==> config.mk <==
export PLATFORM = sky130hd
export DESIGN_NAME = mux_rr_reg
export DESIGN_NICKNAME = d
export VERILOG_FILES = /design/src/rtl/mux_rr_reg.sv
export SDC_FILE = /design/constraint.sdc
export NUM_CORES = 1
export LEC_CHECK = 0
export ABC_AREA = 0
export CELL_PAD_IN_SITES_DETAIL_PLACEMENT = 1
export CELL_PAD_IN_SITES_GLOBAL_PLACEMENT = 1
export CORE_MARGIN = 2
export CORE_UTILIZATION = 32
export DETAILED_ROUTE_END_ITERATION = 10
export PLACE_DENSITY = 0.82
export SLEW_MARGIN = 20
export SYNTH_ARGS = -nofsm -noshare
export SYNTH_HDL_FRONTEND = slang
export SYNTH_SLANG_ARGS = --single-unit
==> constraint.sdc <==
create_clock -name clk -period 6.6 [get_ports clk]
set_input_delay 1.32 -clock clk [delete_from_list [all_inputs] [get_ports clk]]
set_output_delay 1.32 -clock clk [all_outputs]
set_load 0.01 [all_outputs]
==> src/rtl/mux_rr_reg.sv <==
// -----------------------------------------------------------------------------
// mux_rr_reg
// Selects one of CANAIS valid/ready input channels (WIDTH bits each) and
// delivers the chosen word through a single registered output stage. Two
// selection modes: fixed (Seletor) and round-robin among channels with data.
//
// Optional feature macro: MUX_RR_CONTADOR_EN
//   When defined, adds a saturating 16-bit count of completed output
//   transfers (Contagem) and a synchronous clear input (Limpa).
//
// Ports:
//   clk          clock, rising edge
//   rst_n        asynchronous active-low reset
//   Entradas     channel data, channel i at [i*WIDTH +: WIDTH]
//   Valido       per-channel valid
//   Pronto       per-channel ready (combinational, one-hot or zero)
//   Modo         0 = fixed selection by Seletor, 1 = round-robin
//   Seletor      channel index used in fixed mode
//   Saida        registered output word
//   SaidaValida  output register holds a word
//   SaidaPronto  consumer accepts the word
//   Canal        index of the channel that produced Saida
//   Contagem     (MUX_RR_CONTADOR_EN) completed output transfers, saturating
//   Limpa        (MUX_RR_CONTADOR_EN) synchronous clear of Contagem
// -----------------------------------------------------------------------------
module mux_rr_reg #(
  parameter int WIDTH  = 8,
  parameter int CANAIS = 8,
  localparam int SEL_W = $clog2(CANAIS)
) (
  input  logic                     clk,
  input  logic                     rst_n,
  input  logic [CANAIS*WIDTH-1:0]  Entradas,
  input  logic [CANAIS-1:0]        Valido,
  output logic [CANAIS-1:0]        Pronto,
  input  logic                     Modo,
  input  logic [SEL_W-1:0]         Seletor,
  output logic [WIDTH-1:0]         Saida,
  output logic                     SaidaValida,
  input  logic                     SaidaPronto,
  output logic [SEL_W-1:0]         Canal
`ifdef MUX_RR_CONTADOR_EN
  ,
  output logic [15:0]              Contagem,
  input  logic                     Limpa
`endif
);

  typedef enum logic [0:0] {
    VAZIO = 1'b0,
    CHEIO = 1'b1
  } estado_t;

  estado_t            estado_r;
  logic [WIDTH-1:0]   saida_r;
  logic [SEL_W-1:0]   canal_r;
  logic [SEL_W-1:0]   ptr_r;

  logic               carrega_s;
  logic               sel_ok_s;
  logic               rr_ok_s;
  logic [SEL_W-1:0]   rr_idx_s;
  logic               grant_ok_s;
  logic [SEL_W-1:0]   grant_s;
  logic [WIDTH-1:0]   dado_s;
  logic               carga_s;
  logic               dreno_s;
  logic [SEL_W-1:0]   ptr_prox_s;

  // Channel index base+off folded back into 0..CANAIS-1. base is always a
  // legal index, so one subtraction is enough; this also keeps the wrap
  // correct when CANAIS is not a power of two.
  function automatic logic [SEL_W-1:0] wrap_idx(input logic [SEL_W-1:0] base,
                                                input int off);
    int soma;
    soma = int'(base) + off;
    return (soma >= CANAIS) ? SEL_W'(soma - CANAIS) : SEL_W'(soma);
  endfunction

  assign carrega_s = (estado_r == VAZIO) | SaidaPronto;

  // Fixed-mode request: Seletor must name an existing channel that is valid.
  always_comb begin
    sel_ok_s = 1'b0;
    for (int i = 0; i < CANAIS; i++) begin
      sel_ok_s = (Seletor == SEL_W'(i)) ? Valido[i] : sel_ok_s;
    end
  end

  // Round-robin search starting at ptr_r; scanning offsets from the far end
  // down lets the smallest offset with a valid channel win.
  always_comb begin
    rr_ok_s  = 1'b0;
    rr_idx_s = '0;
    for (int k = CANAIS - 1; k >= 0; k--) begin
      if (Valido[wrap_idx(ptr_r, k)]) begin
        rr_ok_s  = 1'b1;
        rr_idx_s = wrap_idx(ptr_r, k);
      end else begin
        rr_ok_s  = rr_ok_s;
        rr_idx_s = rr_idx_s;
      end
    end
  end

  assign grant_s    = Modo ? rr_idx_s : Seletor;
  assign grant_ok_s = Modo ? rr_ok_s  : sel_ok_s;
  assign carga_s    = carrega_s & grant_ok_s;
  assign dreno_s    = (estado_r == CHEIO) & SaidaPronto;
  assign ptr_prox_s = (grant_s == SEL_W'(CANAIS - 1)) ? '0 : grant_s + SEL_W'(1);

  // One-hot ready towards the granted channel; forced low while in reset.
  always_comb begin
    Pronto = '0;
    for (int i = 0; i < CANAIS; i++) begin
      Pronto[i] = rst_n & carga_s & (grant_s == SEL_W'(i));
    end
  end

  // Data multiplexer for the granted channel.
  always_comb begin
    dado_s = '0;
    for (int i = 0; i < CANAIS; i++) begin
      dado_s = (grant_s == SEL_W'(i)) ? Entradas[i*WIDTH +: WIDTH] : dado_s;
    end
  end

  // Output register FSM: load on input transfer, empty on a drain without reload.
  always_ff @(posedge clk or negedge rst_n) begin
    if (!rst_n) begin
      estado_r <= VAZIO;
      saida_r  <= '0;
      canal_r  <= '0;
    end else begin
      case (estado_r)
        VAZIO: begin
          if (carga_s) begin
            estado_r <= CHEIO;
            saida_r  <= dado_s;
            canal_r  <= grant_s;
          end
        end
        CHEIO: begin
          if (carga_s) begin
            estado_r <= CHEIO;
            saida_r  <= dado_s;
            canal_r  <= grant_s;
          end else if (dreno_s) begin
            estado_r <= VAZIO;
          end
        end
        default: begin
          estado_r <= VAZIO;
        end
      endcase
    end
  end

  // Round-robin pointer: moves past the served channel only in round-robin mode.
  always_ff @(posedge clk or negedge rst_n) begin
    if (!rst_n) begin
      ptr_r <= '0;
    end else if (carga_s && Modo) begin
      ptr_r <= ptr_prox_s;
    end
  end

  assign Saida       = saida_r;
  assign SaidaValida = (estado_r == CHEIO);
  assign Canal       = canal_r;

`ifdef MUX_RR_CONTADOR_EN
  logic [15:0] contagem_r;

  // Saturating count of output transfers; Limpa wins over increment.
  always_ff @(posedge clk or negedge rst_n) begin
    if (!rst_n) begin
      contagem_r <= 16'h0000;
    end else if (Limpa) begin
      contagem_r <= 16'h0000;
    end else if (dreno_s && (contagem_r != 16'hFFFF)) begin
      contagem_r <= contagem_r + 16'h0001;
    end
  end

  assign Contagem = contagem_r;
`endif

endmodule
# [Word-level counts from Yosys, hierarchy flattened]
# Cells that the tools add are included.
[classes] n_addsub=16 order_cmp=16 n_eq_ne=14 muxes=65 bitwise=13 n_reduce_logical=3
[ops] operator="$mux W8" n=9
[ops] operator="$mux W3" n=19
[ops] operator="$lt A3 B4 Y1 const B" n=8
[ops] operator="$ge A4 B4 Y1 const B" n=7
[ops] operator="$mux W1" n=28
[ops] operator="$bmux W1 S3" n=8
[ops] operator="$eq A3 B3 Y1 const B" n=8
[ops] operator="$sub A3 B1 Y3 const B" n=8
[ops] operator="$add A3 B3 Y4 const B" n=4
[ops] operator="$eq A3 B2 Y1 const B" n=4
[ops] operator="$and A1 B1 Y1" n=11
[ops] operator="$add A3 B2 Y4 const B" n=2
[ops] operator="$eq A3 B1 Y1 const B" n=2
[ops] operator="$logic_not A3 Y1" n=2
[ops] operator="$add A3 B1 Y4 const B" n=1
[ops] operator="$ge A3 B4 Y1 const B" n=1
[ops] operator="$add A3 B1 Y3 const B" n=1
[ops] operator="$pmux W1 S2" n=1
[ops] operator="$logic_and A1 B1 Y1" n=1
[ops] operator="$not A1 Y1" n=1
[ops] operator="$or A1 B1 Y1" n=1
[totals] register_bits=15 input_bits=79 out_inout_bits=20 wordCells=131

# [Depth between registers and ports, before layout]
# Gate-level depths: netlist of run 1.
[logic_depth] depth_word=24 ltp_mapped=21 mapped_depth_nobuf=17

# [Least setup slack after synthesis of run 1]
# OpenSTA, ideal clock, no wires.
[synth_path] path_type="input to output" startpoint="input port Valido[2]" endpoint="output port Pronto[3]" arrival_ns=3.925 t_required_ns=5.280 path_slack_ns=1.355 stages=11 path_buffers=2 cell_sequence="mux4_2 -> mux2_4 -> nor3_1 -> a32oi_1 -> a211o_1 -> a31oi_4 -> ha_1 -> ha_1 -> buf_2 -> clkbuf_1 -> and3_1"
[synth_via] word_cells_on_any_way=44 classes_between="1 x eq/ne; 40 x mux; 3 x bitwise"
[synth_lines] element="start, declared" line_no="34" rtl="input logic [CANAIS-1:0] Valido,"
[synth_lines] element="$bmux W1 S3" line_no="96" rtl="if (Valido[wrap_idx(ptr_r, k)]) begin"
[synth_lines] element="$mux W1 (not written as such)" line_no="96"
[synth_lines] element="$mux W3 (7 in a row)" line_no="96"
[synth_lines] element="$mux W3 (*)" line_no="96"
[synth_lines] element="$mux W3 (*)" line_no="106" rtl="assign grant_s = Modo ? rr_idx_s : Seletor;"
[synth_lines] element="named net grant_s[1]" line_no="64" rtl="logic [SEL_W-1:0] grant_s;"
[synth_lines] element="$eq A3 B2 Y1 (*)" line_no="116" rtl="Pronto[i] = rst_n & carga_s & (grant_s == SEL_W'(i));"
[synth_lines] element="$and A1 B1 Y1 (*)" line_no="116"
[synth_lines] element="end, declared" line_no="35" rtl="output logic [CANAIS-1:0] Pronto,"
# Mark *: on every way through the listed nets, which the timed path passes. The rest lies on a longest branch. The select of a mux whose other input is x is not followed.

# [Worst setup path in the final report of run 1]
[layout_path] startpoint="input port Valido[6]" endpoint="output port Pronto[7]"
[layout_via] word_cells_on_any_way=40 classes_between="1 x eq/ne; 36 x mux; 3 x bitwise"
[layout_lines] element="$bmux W1 S3" line_no="96"
[layout_lines] element="$mux W1 (not written as such)" line_no="96"
[layout_lines] element="$mux W3 (7 in a row)" line_no="96"
[layout_lines] element="$mux W3 (*)" line_no="96"
[layout_lines] element="$mux W3 (*)" line_no="106"
[layout_lines] element="named net grant_s[1]" line_no="64"
[layout_lines] element="$eq A3 B3 Y1 (*)" line_no="116"
[layout_lines] element="$and A1 B1 Y1 (*)" line_no="116"
# Marks and branches as above.

==> results_dict.tcl, run 1 <==
set metrics [dict create \
    rsz0062_at_grt "no" \
    whs_endpoint "Saida[0]" \
    synth_cell_types 63 \
    syn_to_final_growth_pct 45.0 \
    worstHoldStart "Saida[0]" \
    r2r_start "ptr_r[1]" \
    io_buffer_count 98 \
    path_common_cell "clkdlybuf4s50_1" \
    holdPathStages 2 \
    power_density_nw_per_um2 467 \
    cts_tree "built" \
    crit_slowest_cell "mux4_2" \
    die_x_um 91.0 \
    clock_latency_ns 0.25 \
    hold_violations 0 \
    ctsHoldBuffers 0 \
    drc 0 \
    fin_area_um2 3510 \
    cts_max_path_buffers 2 \
    slew_headroom 0.544 \
    vias 2793 \
    syn_area_per_cell_um2 8.44 \
    clock_skew_ns 0.00631 \
    synth_mux_area_frac 0.232 \
    cp.required_ns 5.28 \
    viasPerCell 5.87 \
    numCtsBuffers 3 \
    post-route-min-period_ns 6.24 \
    fin_crit_sh 0.946 \
    syn_inst 287 \
    slew_violations 0 \
    drv_cap 0 \
    synth-adder-area-share 0.0362 \
    grt-ovfl-total 0 \
    cts_resized 0 \
    synth_edf_count 0 \
    clk_pin_slew_ns 0.06 \
    clock_sinks 15 \
    setup_tns_ns 0 \
    track_usage 0.219 \
    drt_wl_total_um 9230 \
    drtPass1Iterations 4 \
    synth_seq_cells 15 \
    async_flop_share 1.00 \
    grt_pass1_wl_um 14600 \
    arrival_ns 4.92 \
    diodes 0 \
    synth_xor_area_frac 0.00723 \
    p_leak_nw 1.32 \
    r2r_setup_slack_ns 1.42 \
    timing.rr.end "Saida[3]" \
    ios 99 \
    rows 31 \
    ff2ff_path_depth 17 \
    fmax_mhz 160 \
    endpoint_kind "output pin" \
    drtAntennaViolNets 0 \
    critPathMaxStageDelay_ns 0.61 \
    cts_htree_levels 1 \
    start_util 0.332 \
    synth-simple-area-share 0.195 \
    hp-class "flop to flop" \
    nNetsFinal 464 \
    grt_start_max_net_pins 25 \
    synth_compound_gate_area_share 0.305 \
    outcome "finished clean" \
    drive_above_1_share 0.143 \
    place_congestion 0.828 \
    yosysWarnings 0 \
    worst_slew_pin_slew_ns 0.684 \
    dpl.hpwl_um 7420 \
    crit_type "primary input to output pin" \
    cts_setup_buffers 0 \
    dieArea_um2 8280 \
    p_total_mw 1.64 \
    utilization 0.482 \
    vdd_drop_max_mv 0.127 \
    core_area_um2 7290 \
    start_kind "primary input" \
    synthesis.area_um2 2420 \
    cts_root_buffer "clkbuf_8" \
    setup_viol 0 \
    ys_seq_area_frac 0.155 \
    critPathMaxFanout 18 \
    antenna_found_initial 0 \
    ys.flop_type "dfrtp_1" \
    synth_top_family_by_area "compound AO/OA/AOI/OAI gates" \
    crit_chain "clkdlybuf4s50_1, mux4_2, mux2_4, nor3_1, a32oi_1, a211o_1, a31oi_4, ha_1, buf_4, nand2_4, nor2_1, clkdlybuf4s50_1" \
    first_global_vias 2790 \
    synth_fp_nets 373 \
    drt_iter0_markers 102 \
    avgRoutedWirePerCell_um 19.4 \
    postPlaceCellArea_um2 3470 \
    die_h_um 91.0 \
]
## per-layer routing
metal | wire (µm) | global-route usage | part of all wire
met1 | 4080 | 0.289 | 0.44
met2 | 4440 | 0.364 | 0.48
met3 | 364 | 0.0207 | 0.039
met4 | 354 | 0.0922 | 0.038
met5 | 0 | 0 | 0
## final cells by class
| class | count | area [µm²] |
|---|---|---|
| fill | 904 | 3780 |
| multi-input combinational | 242 | 1880 |
| timing repair buffer | 109 | 1060 |
| sequential | 15 | 375 |
| tap | 99 | 124 |
| clock buffer | 4 | 45.0 |
| inverter | 7 | 26.3 |
## registers in the layout (all words and copies together) (netlist names)
register	count
SaidaValida	1
Canal	3
Saida	8
ptr_r	3
## metrics by stage
| stage | worst slack [ns] | cells | hold WS [ns] |
|---|---|---|---|
| floorplan | 1.36 | 287 | 0.520 |
| CTS | 0.388 | 476 | 0.492 |
| finish | 0.357 | 476 | 0.482 |
| global placement | 0.583 | 472 | 0.467 |
| global route | 0.162 | 476 | 0.518 |
| detailed placement | 0.417 | 472 | 0.478 |
## logic make-up (layout without fill, tap and decap cells)
family,count (synthesis),in the layout
AO/OA/AOI/OAI,99,99
flip-flops,15,15
buffers and inverters,30,120
XOR/XNOR,2,2
adder cells (fa/ha/maj),7,7
AND/OR/NAND/NOR,97,97
multiplexers,37,37
## Yosys cell counts, types with 5 or more instances
| cell type | number | area, µm² |
|---|---|---|
| o21ai_1 | 5 | 25.0 |
| a221oi_1 | 5 | 43.8 |
| buf_6 | 6 | 67.6 |
| mux2_4 | 5 | 75.1 |
| o21ai_0 | 19 | 95.1 |
| mux4_2 | 11 | 248 |
| nand2b_1 | 5 | 31.3 |
| nor3_1 | 10 | 50.1 |
| a22oi_1 | 5 | 37.5 |
| buf_2 | 6 | 30.0 |
| inv_1 | 5 | 18.8 |
| a21oi_1 | 21 | 105 |
| clkbuf_1 | 10 | 37.5 |
| a221o_1 | 6 | 60.1 |
| ha_1 | 7 | 87.6 |
| nand2_1 | 28 | 105 |
| mux2_2 | 8 | 90.1 |
| mux2i_1 | 11 | 110 |
| nor2_1 | 27 | 101 |
| dfrtp_1 | 15 | 375 |
## cells in the final DEF (no fill, tap or decap), types with 5 or more instances in the layout
cell / synthesis / layout
nor3_1: 10 / 10
dfrtp_1: 15 / 15
a221o_1: 6 / 6
buf_4: 1 / 11
ha_1: 7 / 7
mux2_2: 8 / 8
mux2i_1: 11 / 11
nor2_1: 27 / 27
nand2_1: 28 / 28
o21ai_1: 5 / 5
mux4_2: 11 / 11
o21ai_0: 19 / 19
mux2_4: 5 / 5
clkdlybuf4s50_1: 0 / 98
a22oi_1: 5 / 5
a21oi_1: 21 / 21
a221oi_1: 5 / 5
nand2b_1: 5 / 5
inv_1: 5 / 5
## worst max-delay path by stage
stage | start | to | slack [ns] | depth (start not counted)
2_1_floorplan | Valido[2] | Pronto[3] | 1.36 | 11
3_3_place_gp | Valido[2] | Pronto[7] | 0.58 | 12
3_5_place_dp | Valido[5] | Pronto[7] | 0.42 | 12
4_1_cts | Valido[4] | Pronto[7] | 0.39 | 12
5_1_grt | Valido[4] | Pronto[7] | 0.16 | 12
6_report | Valido[6] | Pronto[7] | 0.36 | 12
## power breakdown
part	total (mW)	internal [mW]	switching, mW	leakage, nW
combinational	1.39	0.622	0.768	1.12
clock	0.0762	0.0428	0.0334	0.0228
sequential	0.173	0.134	0.0391	0.182
total	1.64	0.799	0.841	1.32
## worst max-delay path: cells and delay by family
family	cells	cell delay, ns
compound gates	3	0.67
fa+ha+maj	1	0.23
buf+inv	3	1.36
mux	2	0.92
simple gates	3	0.41
No activity file was read; power rests on OpenSTA's default activity.
==> run 2, diff against run 1 <==
--- a/config.mk
+++ b/config.mk
@@ -6,12 +6,14 @@
 export NUM_CORES = 1
 export LEC_CHECK = 0
 export ABC_AREA = 0
+export CAP_MARGIN = 10
 export CELL_PAD_IN_SITES_DETAIL_PLACEMENT = 1
 export CELL_PAD_IN_SITES_GLOBAL_PLACEMENT = 1
 export CORE_MARGIN = 2
 export CORE_UTILIZATION = 32
 export DETAILED_ROUTE_END_ITERATION = 10
 export PLACE_DENSITY = 0.82
+export REMOVE_ABC_BUFFERS = 1
 export SLEW_MARGIN = 20
 export SYNTH_ARGS = -nofsm -noshare
 export SYNTH_HDL_FRONTEND = slang
==> run 2 against run 1 <==
Effect of this change:
- non-clock buffer count stayed put
- sequential cell count is the same
- worst hold slack is essentially flat
- die area did not move
- power down 0.19%
- global-route usage up 0.88 points
- clock skew is essentially flat
- routed wire length up 3.2%
- cell area barely moved
- first-iteration DRC count shrank 5.9%
- cell count is the same
==> results_dict.tcl, run 2 (synthesis results as in run 1) <==
set metrics [dict create \
    critPathMaxFanout 12 \
    drv_cap 0 \
    cts_tree "built" \
    hold_violations 0 \
    cts_resized 0 \
    numCtsBuffers 3 \
    slew_violations 0 \
    drt_wl_total_um 9530 \
    clock_latency_ns 0.25 \
    p_total_mw 1.64 \
    arrival_ns 4.87 \
    power_density_nw_per_um2 466 \
    hp-class "flop to flop" \
    cts_htree_levels 1 \
    rsz0062_at_grt "no" \
    dieArea_um2 8280 \
    start_kind "primary input" \
    postPlaceCellArea_um2 3470 \
    die_x_um 91.0 \
    drt_iter0_markers 96 \
    diodes 0 \
    most-common-layout-cells "clkdlybuf4s50_1 (98), nand2_1 (28), nor2_1 (27)" \
    dpl.hpwl_um 7600 \
    start_util 0.332 \
    clk_pin_slew_ns 0.06 \
    cts_max_path_buffers 2 \
    die_h_um 91.0 \
    fin_area_um2 3510 \
    seqCellArea_um2 375 \
    grt_pass1_wl_um 15300 \
    place_congestion 0.888 \
    cp.required_ns 5.28 \
    cts_setup_buffers 0 \
    antenna_found_initial 0 \
    drtPass1Iterations 4 \
    clock_sinks 15 \
    ios 99 \
    multi_input_area_um2 1880 \
    grt_start_max_net_pins 25 \
    ctsHoldBuffers 0 \
    endpoint_kind "output pin" \
    io_buffer_count 98 \
    post-route-min-period_ns 6.19 \
    drtAntennaViolNets 0 \
    vdd_drop_max_mv 0.246 \
    avgRoutedWirePerCell_um 20.0 \
    track_usage 0.227 \
    drive_above_1_share 0.146 \
    largest_register_ffs 8 \
    drc 0 \
    vias 2724 \
    clock_skew_ns 0.00585 \
    slew_headroom 0.403 \
    core_area_um2 7290 \
    setup_tns_ns 0 \
    setup_viol 0 \
    p_leak_nw 1.33 \
    outcome "finished clean" \
    viasPerCell 5.72 \
    worst_slew_pin_slew_ns 0.894 \
    cts_root_buffer "clkbuf_8" \
    grt-ovfl-total 0 \
    crit_type "primary input to output pin" \
    layout_commonest_cell "clkdlybuf4s50_1" \
    nNetsFinal 464 \
    syn_to_final_growth_pct 45.0 \
    fin_crit_sh 0.938 \
    fmax_mhz 162 \
    n_fill_cell 901 \
    first_global_vias 2876 \
    rows 31 \
]
-- run 2: where the power goes --
group          leakage [nW]  internal, mW  switching [mW]  total (mW)
clock network        0.0255        0.0418          0.0351      0.0769
registers             0.182         0.134          0.0373       0.171
logic                  1.12         0.626           0.763        1.39
total                  1.33         0.802           0.835        1.64
-- run 2: final timing paths --
check | cells past startpoint | start | end | slack (ns)
worst max-delay path | 12 | Valido[0] | Pronto[7] | 0.41
worst min-delay path | 2 | Saida[1] | Saida[1] | 0.48
worst max register to register | 18 | ptr_r[0] | Saida[3] | 1.09
worst min register to register | 2 | Saida[1] | Saida[1] | 0.48
max in group asynchronous | 2 | rst_n | Saida[1] | 4.77
min in group asynchronous | 1 | rst_n | Saida[4] | 1.35
-- run 2: layer usage --
metal	global-route usage	vias to the layer above	wire length (µm)
met5	0	-	0
met4	0.0404	0	104
met3	0.0315	8	393
met2	0.414	73	5020
met1	0.288	1351	4020
li1	-	1292	-
-- run 2: cell type report --
class	instances	area share
Timing Repair Buffer	109	0.303
Multi-Input combinational cell	242	0.535
Clock buffer	3	0.0118
Sequential cell	15	0.107
Inverter	7	0.00748
Clock inverter	1	0.00142
Tap cell	99	0.0353
-- run 2: critical path, stage by stage --
cell	delay [ns]
clkdlybuf4s50_1	0.55
mux4_2	0.60
mux2_4	0.33
nor3_1	0.24
a32oi_1	0.09
a211o_1	0.36
a31oi_4	0.21
ha_1	0.22
buf_4	0.21
nand2_4	0.06
nor2_1	0.09
clkdlybuf4s50_1	0.57
-- run 2: metrics by stage --
stage / std cells / hold WS, ns / setup WS [ns] / utilization
after floorplan: 264 / 0.523 / 0.648 / -
after global placement: 472 / 0.469 / 0.608 / 0.475
after detailed placement: 472 / 0.473 / 0.461 / 0.475
after CTS: 476 / 0.488 / 0.453 / 0.482
after global routing: 476 / 0.513 / 0.199 / 0.482
final: 476 / 0.482 / 0.411 / 0.482
==> run 3, diff against run 2 <==
--- a/config.mk
+++ b/config.mk
@@ -14,6 +14,7 @@
 export DETAILED_ROUTE_END_ITERATION = 10
 export PLACE_DENSITY = 0.82
 export REMOVE_ABC_BUFFERS = 1
+export SKIP_LAST_GASP = 1
 export SLEW_MARGIN = 20
 export SYNTH_ARGS = -nofsm -noshare
 export SYNTH_HDL_FRONTEND = slang
==> constraint.sdc (replaced) <==
create_clock -name clk -period 6.3 [get_ports clk]
set_input_delay 1.26 -clock clk [delete_from_list [all_inputs] [get_ports clk]]
set_output_delay 1.26 -clock clk [all_outputs]
set_load 0.01 [all_outputs]
==> run 3 against run 2 <==
Effect of this change:
- routed wire length grew 1.4%
- first-iteration DRC count grew 1.0%
- clock skew shrank 0.0022 ns
- cell area grew 0.43%
- clock-buffer cell count is the same
- power grew 6.2%
- largest power group unchanged
- via count shrank 0.22%
- clock power grew 7.0%
- die area is the same
- cell count grew 0.42%
- critical endpoint unchanged
- highest routed layer unchanged
==> results_dict.tcl, run 3 (synthesis results as in run 1) <==
set metrics [dict create \
    outcome "finished clean" \
    avgRoutedWirePerCell_um 20.2 \
    most-common-layout-cells "clkdlybuf4s50_1 (98), nand2_1 (28), nor2_1 (27)" \
    nNetsFinal 466 \
    track_usage 0.227 \
    drtAntennaViolNets 0 \
    clk_pin_slew_ns 0.07 \
    ff2ff_path_depth 18 \
    slew_headroom 0.442 \
    cts_setup_buffers 0 \
    cts_tree "built" \
    combPwrFrac 0.849 \
    die_h_um 91.0 \
    drt_iter0_markers 97 \
    seqPwrFrac 0.104 \
    ctsHoldBuffers 0 \
    p_total_mw 1.74 \
    grt_start_max_net_pins 25 \
    grtUsageMet1 0.290 \
    internal-power_mw 0.851 \
    clock_sinks 15 \
    cts_root_buffer "clkbuf_8" \
    use_met2 0.412 \
    drtPass1Iterations 4 \
    p_leak_nw 1.34 \
    r2r_setup_slack_ns 1.35 \
    worstHoldStart "Saida[2]" \
    drive_above_1_share 0.150 \
    diodes 0 \
    critPathMaxFanout 12 \
    worst_slew_pin_slew_ns 0.835 \
    grt_pass1_wl_um 15300 \
    start_util 0.332 \
    cts_max_path_buffers 2 \
    rows 31 \
    clock_skew_ns 0.00364 \
    setup_tns_ns 0 \
    r2r_start "ptr_r[1]" \
    fin_crit_sh 0.961 \
    arrival_ns 4.79 \
    drc 0 \
    critPathMaxStageDelay_ns 0.60 \
    drv_cap 0 \
    grt-ovfl-total 0 \
    whs_endpoint "Saida[2]" \
    fmax_mhz 165 \
    setup_viol 0 \
    largest_register_ffs 8 \
    vias 2718 \
    core_area_um2 7290 \
    first_global_vias 2786 \
    crit_slowest_cell "mux4_2" \
    ios 99 \
    io_buffer_count 98 \
    fin_hold_ws_ns 0.484 \
    layout_commonest_cell "clkdlybuf4s50_1" \
    grt_busiest_layer "met2" \
    gr-usage-met3 0.0216 \
    netSwitchingPower_mw 0.887 \
    dieArea_um2 8280 \
    timing.rr.end "Saida[3]" \
    numCtsBuffers 3 \
    hold_violations 0 \
    viasPerCell 5.69 \
    cts_htree_levels 1 \
    power_density_nw_per_um2 493 \
    drt_wl_total_um 9660 \
    clock_latency_ns 0.25 \
    slew_violations 0 \
    path_common_cell "clkdlybuf4s50_1" \
    rsz0062_at_grt "no" \
    endpoint_kind "output pin" \
    cts_resized 0 \
    die_x_um 91.0 \
    vdd_drop_max_mv 0.255 \
    holdPathStages 2 \
    power_frac_clock 0.047 \
    syn_to_final_growth_pct 45.7 \
    hp-class "flop to flop" \
    place_congestion 0.904 \
    cp.required_ns 5.04 \
    antenna_found_initial 0 \
    crit_type "primary input to output pin" \
    dpl.hpwl_um 7810 \
    post-route-min-period_ns 6.05 \
    start_kind "primary input" \
    netSwitchingFraction 0.510 \
    crit_chain "clkdlybuf4s50_1, mux4_2, mux2_4, nor3_1, a32oi_1, a211o_1, a31oi_4, ha_1, buf_4, nand2_4, nor2_1, clkdlybuf4s50_1" \
]
## run 3: stage by stage
| stage | setup WS, ns | cells | utilization | cell area [µm²] |
|---|---|---|---|---|
| after floorplan | 0.408 | 264 | - | 2280 |
| after global placement | 0.432 | 474 | 0.478 | 3480 |
| after detailed placement | 0.285 | 474 | 0.478 | 3480 |
| after CTS | 0.277 | 478 | 0.484 | 3530 |
| after global routing | 0.0741 | 478 | 0.484 | 3530 |
| final | 0.247 | 478 | 0.484 | 3530 |
## run 3: final cells by class
type	instances	area, µm²
repair buffers	111	1080
clock inverters	1	5.00
well taps	99	124
fillers	887	3760
inverters	7	26.3
clock buffers	3	41.3
multi-input cells	242	1880
flip-flops and latches	15	375
## run 3: how the worst max path moves through the flow
stage | slack (ns) | start | endpoint
final | 0.25 | Valido[0] | Pronto[7]
after detailed placement | 0.29 | Valido[0] | Pronto[7]
after global placement | 0.43 | Valido[0] | Pronto[7]
after CTS | 0.28 | Valido[0] | Pronto[7]
after floorplan | 0.41 | ptr_r[0] | Pronto[3]
after global routing | 0.07 | Valido[2] | Pronto[7]
## run 3: critical path, delay by kind of cell
kind	cells	cell delay, ns
multiplexers	2	0.93
buffers and inverters	3	1.35
adder cells (fa/ha/maj)	1	0.26
AND/OR/NAND/NOR	3	0.33
AO/OA/AOI/OAI	3	0.65
## run 3: per-layer routing
layer,vias to the layer above,wire (µm)
li1,1301,-
met1,1325,4060
met2,80,5090
met3,12,372
met4,0,138
met5,-,0
## run 3: power by group through the flow
stage	clock network, mW	registers (mW)	logic (mW)
final	0.0823	0.180	1.48
after global routing	0.0858	0.188	1.61
after CTS	0.0838	0.182	1.48
after detailed placement	0	0.183	1.47
after global placement	0	0.178	1.42
after floorplan	0	0.216	0.933
